**config.mk**
```make
export PLATFORM = sky130hd
export DESIGN_NAME = pipeconnect_arb2
export DESIGN_NICKNAME = d
export VERILOG_FILES = /design/src/rtl/pipeconnect_arb2.sv
export SDC_FILE = /design/constraint.sdc
export NUM_CORES = 1
export LEC_CHECK = 0
export BUFFER_PORTS_ARGS = -buffer_cell sky130_fd_sc_hd__buf_4
export CORE_AREA = 2 2 121 123
export DETAILED_ROUTE_END_ITERATION = 7
export DIE_AREA = 0 0 123 125
export HOLD_SLACK_MARGIN = 0.02
export SLEW_MARGIN = 20
export SYNTH_ARGS = -nofsm -noshare
export SYNTH_HDL_FRONTEND = slang
export SYNTH_SLANG_ARGS = --single-unit
```
**constraint.sdc**
```tcl
create_clock -name clock -period 3.2 [get_ports clock]
set_input_delay 0.16 -clock clock [delete_from_list [all_inputs] [get_ports clock]]
set_output_delay 0.16 -clock clock [all_outputs]
set_load 0.02 [all_outputs]
```
**src/rtl/pipeconnect_arb2.sv**
```systemverilog
// Two-master arbiter for the pipeconnect request/response bus.
// Master 0 (instruction side) and master 1 (data side) share one downstream
// memory port. The grant is locked while the downstream stalls an active
// request. Read data is steered back to the master whose read was accepted.
// No latency is added when only one master is requesting.
module pipeconnect_arb2 #(
  parameter bit FIXED_PRIORITY = 1'b0
) (
  input  logic        clock,
  input  logic        rst,

  input  logic [31:0] m0_req_a_i,
  input  logic        m0_req_r_i,
  input  logic        m0_req_w_i,
  input  logic [31:0] m0_req_wd_i,
  input  logic [3:0]  m0_req_wbe_i,
  output logic        m0_res_hold_o,
  output logic [31:0] m0_res_rd_o,

  input  logic [31:0] m1_req_a_i,
  input  logic        m1_req_r_i,
  input  logic        m1_req_w_i,
  input  logic [31:0] m1_req_wd_i,
  input  logic [3:0]  m1_req_wbe_i,
  output logic        m1_res_hold_o,
  output logic [31:0] m1_res_rd_o,

  output logic [31:0] s_req_a_o,
  output logic        s_req_r_o,
  output logic        s_req_w_o,
  output logic [31:0] s_req_wd_o,
  output logic [3:0]  s_req_wbe_o,
  input  logic        s_res_hold_i,
  input  logic [31:0] s_res_rd_i
);

  logic lock_q, lock_d;
  logic owner_q, owner_d;
  logic last_q, last_d;
  logic rd_valid_q, rd_valid_d;
  logic rd_owner_q, rd_owner_d;

  logic act0, act1;
  logic gnt_valid, cur;
  logic gnt_active, gnt_rd;

  assign act0 = m0_req_r_i | m0_req_w_i;
  assign act1 = m1_req_r_i | m1_req_w_i;

  // Grant selection: a locked owner keeps the bus, otherwise arbitrate.
  always_comb begin
    gnt_valid = 1'b0;
    cur       = 1'b0;
    if (lock_q) begin
      gnt_valid = 1'b1;
      cur       = owner_q;
    end else if (act0 && act1) begin
      gnt_valid = 1'b1;
      cur       = FIXED_PRIORITY ? 1'b0 : ~last_q;
    end else if (act0) begin
      gnt_valid = 1'b1;
      cur       = 1'b0;
    end else if (act1) begin
      gnt_valid = 1'b1;
      cur       = 1'b1;
    end
  end

  assign gnt_active = gnt_valid & (cur ? act1 : act0);
  assign gnt_rd     = cur ? m1_req_r_i : m0_req_r_i;

  // Forward the granted master's request; all-zero when nobody is granted.
  always_comb begin
    s_req_a_o   = '0;
    s_req_r_o   = 1'b0;
    s_req_w_o   = 1'b0;
    s_req_wd_o  = '0;
    s_req_wbe_o = '0;
    if (gnt_valid) begin
      if (cur) begin
        s_req_a_o   = m1_req_a_i;
        s_req_r_o   = m1_req_r_i;
        s_req_w_o   = m1_req_w_i;
        s_req_wd_o  = m1_req_wd_i;
        s_req_wbe_o = m1_req_wbe_i;
      end else begin
        s_req_a_o   = m0_req_a_i;
        s_req_r_o   = m0_req_r_i;
        s_req_w_o   = m0_req_w_i;
        s_req_wd_o  = m0_req_wd_i;
        s_req_wbe_o = m0_req_wbe_i;
      end
    end
  end

  // Granted master sees downstream HOLD; an active loser stalls on its own request.
  always_comb begin
    m0_res_hold_o = (gnt_valid && !cur) ? s_res_hold_i : act0;
    m1_res_hold_o = (gnt_valid &&  cur) ? s_res_hold_i : act1;
  end

  // Read data goes only to the master whose read was accepted last cycle.
  always_comb begin
    m0_res_rd_o = (rd_valid_q && !rd_owner_q) ? s_res_rd_i : '0;
    m1_res_rd_o = (rd_valid_q &&  rd_owner_q) ? s_res_rd_i : '0;
  end

  // Next-state: lock on a stalled grant, release and record on accept.
  always_comb begin
    lock_d     = lock_q;
    owner_d    = owner_q;
    last_d     = last_q;
    rd_valid_d = 1'b0;
    rd_owner_d = rd_owner_q;
    if (gnt_active) begin
      if (s_res_hold_i) begin
        lock_d  = 1'b1;
        owner_d = cur;
      end else begin
        lock_d     = 1'b0;
        last_d     = cur;
        rd_valid_d = gnt_rd;
        rd_owner_d = cur;
      end
    end
  end

  // State registers; last resets to 1 so master 0 wins the first tie.
  always_ff @(posedge clock or negedge rst) begin
    if (!rst) begin
      lock_q     <= 1'b0;
      owner_q    <= 1'b0;
      last_q     <= 1'b1;
      rd_valid_q <= 1'b0;
      rd_owner_q <= 1'b0;
    end else begin
      lock_q     <= lock_d;
      owner_q    <= owner_d;
      last_q     <= last_d;
      rd_valid_q <= rd_valid_d;
      rd_owner_q <= rd_owner_d;
    end
  end

endmodule

```
; ---- Word-level counts from Yosys, hierarchy flattened
; Index checks and enable logic that the tools add are counted.
[word_totals]
ff_bits = 5
input_bits = 175
output_inout_bits = 136
wordCells = 44
[classes]
mux = 25
bitwise = 5
reduce_logical = 9
[op_table]
columns = op, count
row1 = 32-bit two-way mux, 6
row2 = 1-bit two-way mux, 17
row3 = 4-bit two-way mux, 2
row4 = 1-bit logical AND, 5
row5 = 2-bit AND reduction, 2
row6 = 1-bit zero test, 2
row7 = 1-bit NOT, 2
row8 = 1-bit OR, 2
row9 = 1-bit bitwise AND, 1

; ---- Logic depth before layout (Yosys ltp)
[logic_depth]
depth_word = 8
depth_mapped = 6
depth_no_buf = 3

; ---- Worst setup path before layout
; Ideal clock, no wire load.
[synth_timing]
kind = register to output
startpoint = register last_q
endpoint = output s_req_a_o[12]
arrival_time_ns = 1.481
t_required_ns = 3.040
slack_ns = 1.559
path_stages_with_launch = 6
n_path_buf = 2
path_cell_list = dfstp_2 -> o21a_1 -> nor3_2 -> buf_2 -> buf_2 -> a221o_1
[synth_between]
elab_chain_cells = 5
[synth_lines]
columns = item, line_no
row1 = start: declaration, 39  ; logic last_q, last_d;
row2 = start signal: assignment, 139  ; last_q <= last_d;
row3 = 1-bit NOT, 59  ; cur = FIXED_PRIORITY ? 1'b0 : ~last_q;
row4 = 1-bit two-way mux, 57  ; end else if (act0 && act1) begin
row5 = 1-bit two-way mux, 54  ; if (lock_q) begin
row6 = 32-bit two-way mux, 80  ; if (cur) begin
row7 = 32-bit two-way mux, 79  ; if (gnt_valid) begin
row8 = end: declaration, 28  ; output logic [31:0] s_req_a_o,
; Every way passes these cells.

; ---- Worst setup path after layout
[layout_timing]
startpoint = register lock_q
endpoint = output s_req_wd_o[13]
[layout_between]
elab_chain_cells = 3
elab_cells_between_ends = 4
classes_between = mux (4)
[layout_lines]
columns = item, line_no
row1 = start: declaration, 37  ; logic lock_q, lock_d;
row2 = start signal: assignment, 137  ; lock_q <= lock_d;
row3 = 1-bit two-way mux, 54
row4 = 32-bit two-way mux, 80
row5 = 32-bit two-way mux *, 79
row6 = end: declaration, 31  ; output logic [31:0] s_req_wd_o,
; Mark *: on every way between the ends. The rest lies on a longest branch, timed or not.

==> insert_results.sql <==
INSERT INTO impl_metrics (metric_group, metric, value, unit) VALUES
('critical_path', 'critical_path.max_fanout', '50', ''),
('timing', 'timing.final.crit_period', '2.48', 'ns'),
('detailed_routing', 'detail_route.wl_per_cell', '16.0', 'µm'),
('pwr', 'comb_power_share', '83.1', '%'),
('detailed_routing', 'routed_via_density', '4.92', ''),
('run', 'maxCapViolations', '0', ''),
('critical_path', 'worst-setup-path-type', 'reg -> out', ''),
('cells_and_area', 'fin_nets', '805', ''),
('die', 'effective_utilization_at_floorplan', '19.2', '%'),
('clock_network', 'cts_root_buf', 'clkbuf_16', ''),
('clock_network', 'post_cts_resize_count', '0', ''),
('timing', 'max_slew_violation_total_from_the_final_report', '0', ''),
('synthesis', 'synth_cell_type_count', '29', ''),
('cells_and_area', 'utilization', '37.2', '%'),
('pwr', 'power_leakage', '2.79', 'nW'),
('grt', 'grt_pass1_vias', '3864', ''),
('timing', 'fin_setup_tns', '0', 'ns'),
('detailed_routing', 'initial_drc_count', '163', ''),
('cells_and_area', 'mostFrequentLayoutCells', 'buf_4, nor2b_1, a221o_1, mux2i_1', ''),
('grt', 'overflow', '0', ''),
('synthesis', 'post_synth_instance_area', '0.00273', 'mm²'),
('timing', 'tightest_slew', '0.878', 'ns'),
('pwr', 'share_clk_of_total_power', '7.8', '%'),
('timing', 'unrepaired_setup_endpoints_after_global_routing', 'false', ''),
('pwr', 'p_sw_share', '48.9', '%'),
('hold_path', 'worstHoldPathType', 'in -> reg', ''),
('die', 'dieArea', '0.0154', 'mm²'),
('synthesis', 'synth_top_area_cell', 'a221o_1', ''),
('pwr', 'power_switching', '1.28', 'mW'),
('timing', 'final_count_of_negative_setup_slack_endpoints', '0', ''),
('synthesis', 'post_synth.cell_area_avg', '7.85', 'µm²'),
('synthesis', 'synth_area_leaders', 'a221o_1, mux2i_1, nor2b_1, and2_1, and3_1', ''),
('synthesis', 'synth_sequential_area_ratio', '4.63', '%'),
('cells_and_area', 'area_growth', '93.6', '%'),
('timing', 'max_slew_margin', '41.5', '%'),
('clock_network', 'clock_path_buffers', '2', ''),
('cells_and_area', 'instances_no_fill', '813', ''),
('pwr', 'pwr_density_cell', '496', 'mW/mm²'),
('timing', 'clock_skew', '0.000930', 'ns'),
('pwr', 'report.power.total', '2.62', 'mW'),
('outcome', 'run_status', 'complete, no violations', ''),
('detailed_routing', 'totalWireLength', '13.0', 'mm'),
('grt', 'grt_start_max_net_pins', '67', ''),
('critical_path', 'worst_ep_arrival_time', '2.32', 'ns'),
('timing', 'maximum_achievable_frequency', '0.403', 'GHz'),
('place', 'postPlaceCellArea', '0.00520', 'mm²'),
('grt', 'grt_first_pass_wirelength', '19.3', 'mm'),
('cells_and_area', 'insertedDiodeCount', '0', ''),
('detailed_routing', 'drtAntennaViolNets', '0', ''),
('synthesis', 'yosysWarnings', '0', ''),
('pwr', 'p_seq_share', '9.1', '%'),
('die', 'core_region_area', '0.0142', 'mm²'),
('synthesis', 'synth_top_cell_area_share', '25.7', '%'),
('die', 'rows', '44', ''),
('detailed_routing', 'drtPass1Iterations', '4', ''),
('clock_network', 'cts.sink_count', '5', ''),
('critical_path', 'crit_required', '3.04', 'ns'),
('detailed_routing', 'dr_total_vias', '3998', ''),
('cells_and_area', 'drive_gt1_share', '52.1', '%'),
('clock_network', 'htreeDepth', '1', ''),
('clock_network', 'cts-buffers-inserted', '3', ''),
('place', 'place.detailed.instances', '808', ''),
('clock_network', 'tritoncts', 'done', ''),
('clock_network', 'clk_transition_reported_paths', '0.03', 'ns'),
('synthesis', 'synthesis.nets', '523', ''),
('place', 'io_buffer_count', '310', ''),
('pwr', 'peakVddDrop', '0.273', 'mV'),
('cells_and_area', 'layout_commonest_cell', 'buf_4', ''),
('die', 'number_of_primary_i_o_pins', '311', ''),
('die', 'chipWidth', '123', 'µm'),
('synthesis', 'synth_seq_cells', '5', '');
## metal layers
layer  up-vias  wire length, µm  track usage (%)
met3        16             1230             4.29
met2       192             6700             29.0
li1       1914                -                -
met5         -                0                0
met4         0              209             3.01
met1      1876             4890             17.0
## stage by stage
stage / hold slack (ns) / setup WS, ns
CTS: 0.178 / 0.729
detailed placement: -0.0331 / 0.982
global placement: -0.0334 / 1.04
finish: 0.178 / 0.721
floorplan: -0.136 / 1.56
global route: 0.213 / 0.590
## timing repair
item / 4_1_cts / 5_1_grt
endpoints found under the hold margin: 5 / 0
hold buffers: 1 / 0
buffers inserted: 0 / 0
## power by group through the flow
stage | Combinational [mW] | Clock (mW) | Sequential [mW]
finish | 2.18 | 0.205 | 0.238
global route | 2.32 | 0.212 | 0.252
CTS | 2.19 | 0.207 | 0.238
detailed placement | 2.18 | 0 | 0.240
global placement | 2.17 | 0 | 0.234
floorplan | 1.44 | 0 | 0.106
## path summary, 6_finish.rpt
kind | start | endpoint | slack (ns) | cells after the start
worst min-delay path | s_res_hold_i | last_q | 0.18 | 2
worst max register to register | owner_q | rd_owner_q | 1.53 | 3
worst min register to register | last_q | last_q | 0.56 | 2
worst max-delay path | lock_q | s_req_wd_o[13] | 0.72 | 5
min in group asynchronous | rst | rd_valid_q | 0.31 | 2
max in group asynchronous | rst | last_q | 2.70 | 2
## sequential cells by signal, indices dropped and copies added (netlist names)
name and count:
last_q 1, lock_q 1, owner_q 1, rd_owner_q 1
rd_valid_q 1
## synth_stat cells (3+ instances only)
master,count
inv_1,3
nand2_1,4
mux2i_1,69
nor2b_1,70
dfrtp_1,4
a21oi_1,3
clkbuf_1,29
buf_2,9
and2_1,32
and3_1,32
a221o_1,70
## cell type report
type	instances	area [µm²]
fillers	1473	8920
multi-input cells	299	2420
well taps	184	230
clock buffers	4	78.8
flip-flops and latches	5	131
repair buffers	318	2410
inverters	3	11.3
## cell families after synthesis
| group | share of synthesized area [%] |
|---|---|
| AO/OA/AOI/OAI | 29.9 |
| buffers and inverters | 7.01 |
| flip-flops | 4.63 |
| multiplexers | 26.1 |
| AND/OR/NAND/NOR | 32.4 |
## worst max-delay path, cell delays in order (launching register included)
cell and delay [ns]:
dfrtp_2 0.56, o21ba_1 0.34, o21a_2 0.47, buf_12 0.29, a221o_1 0.23, buf_4 0.15
No activity file was read; power rests on OpenSTA's default activity.
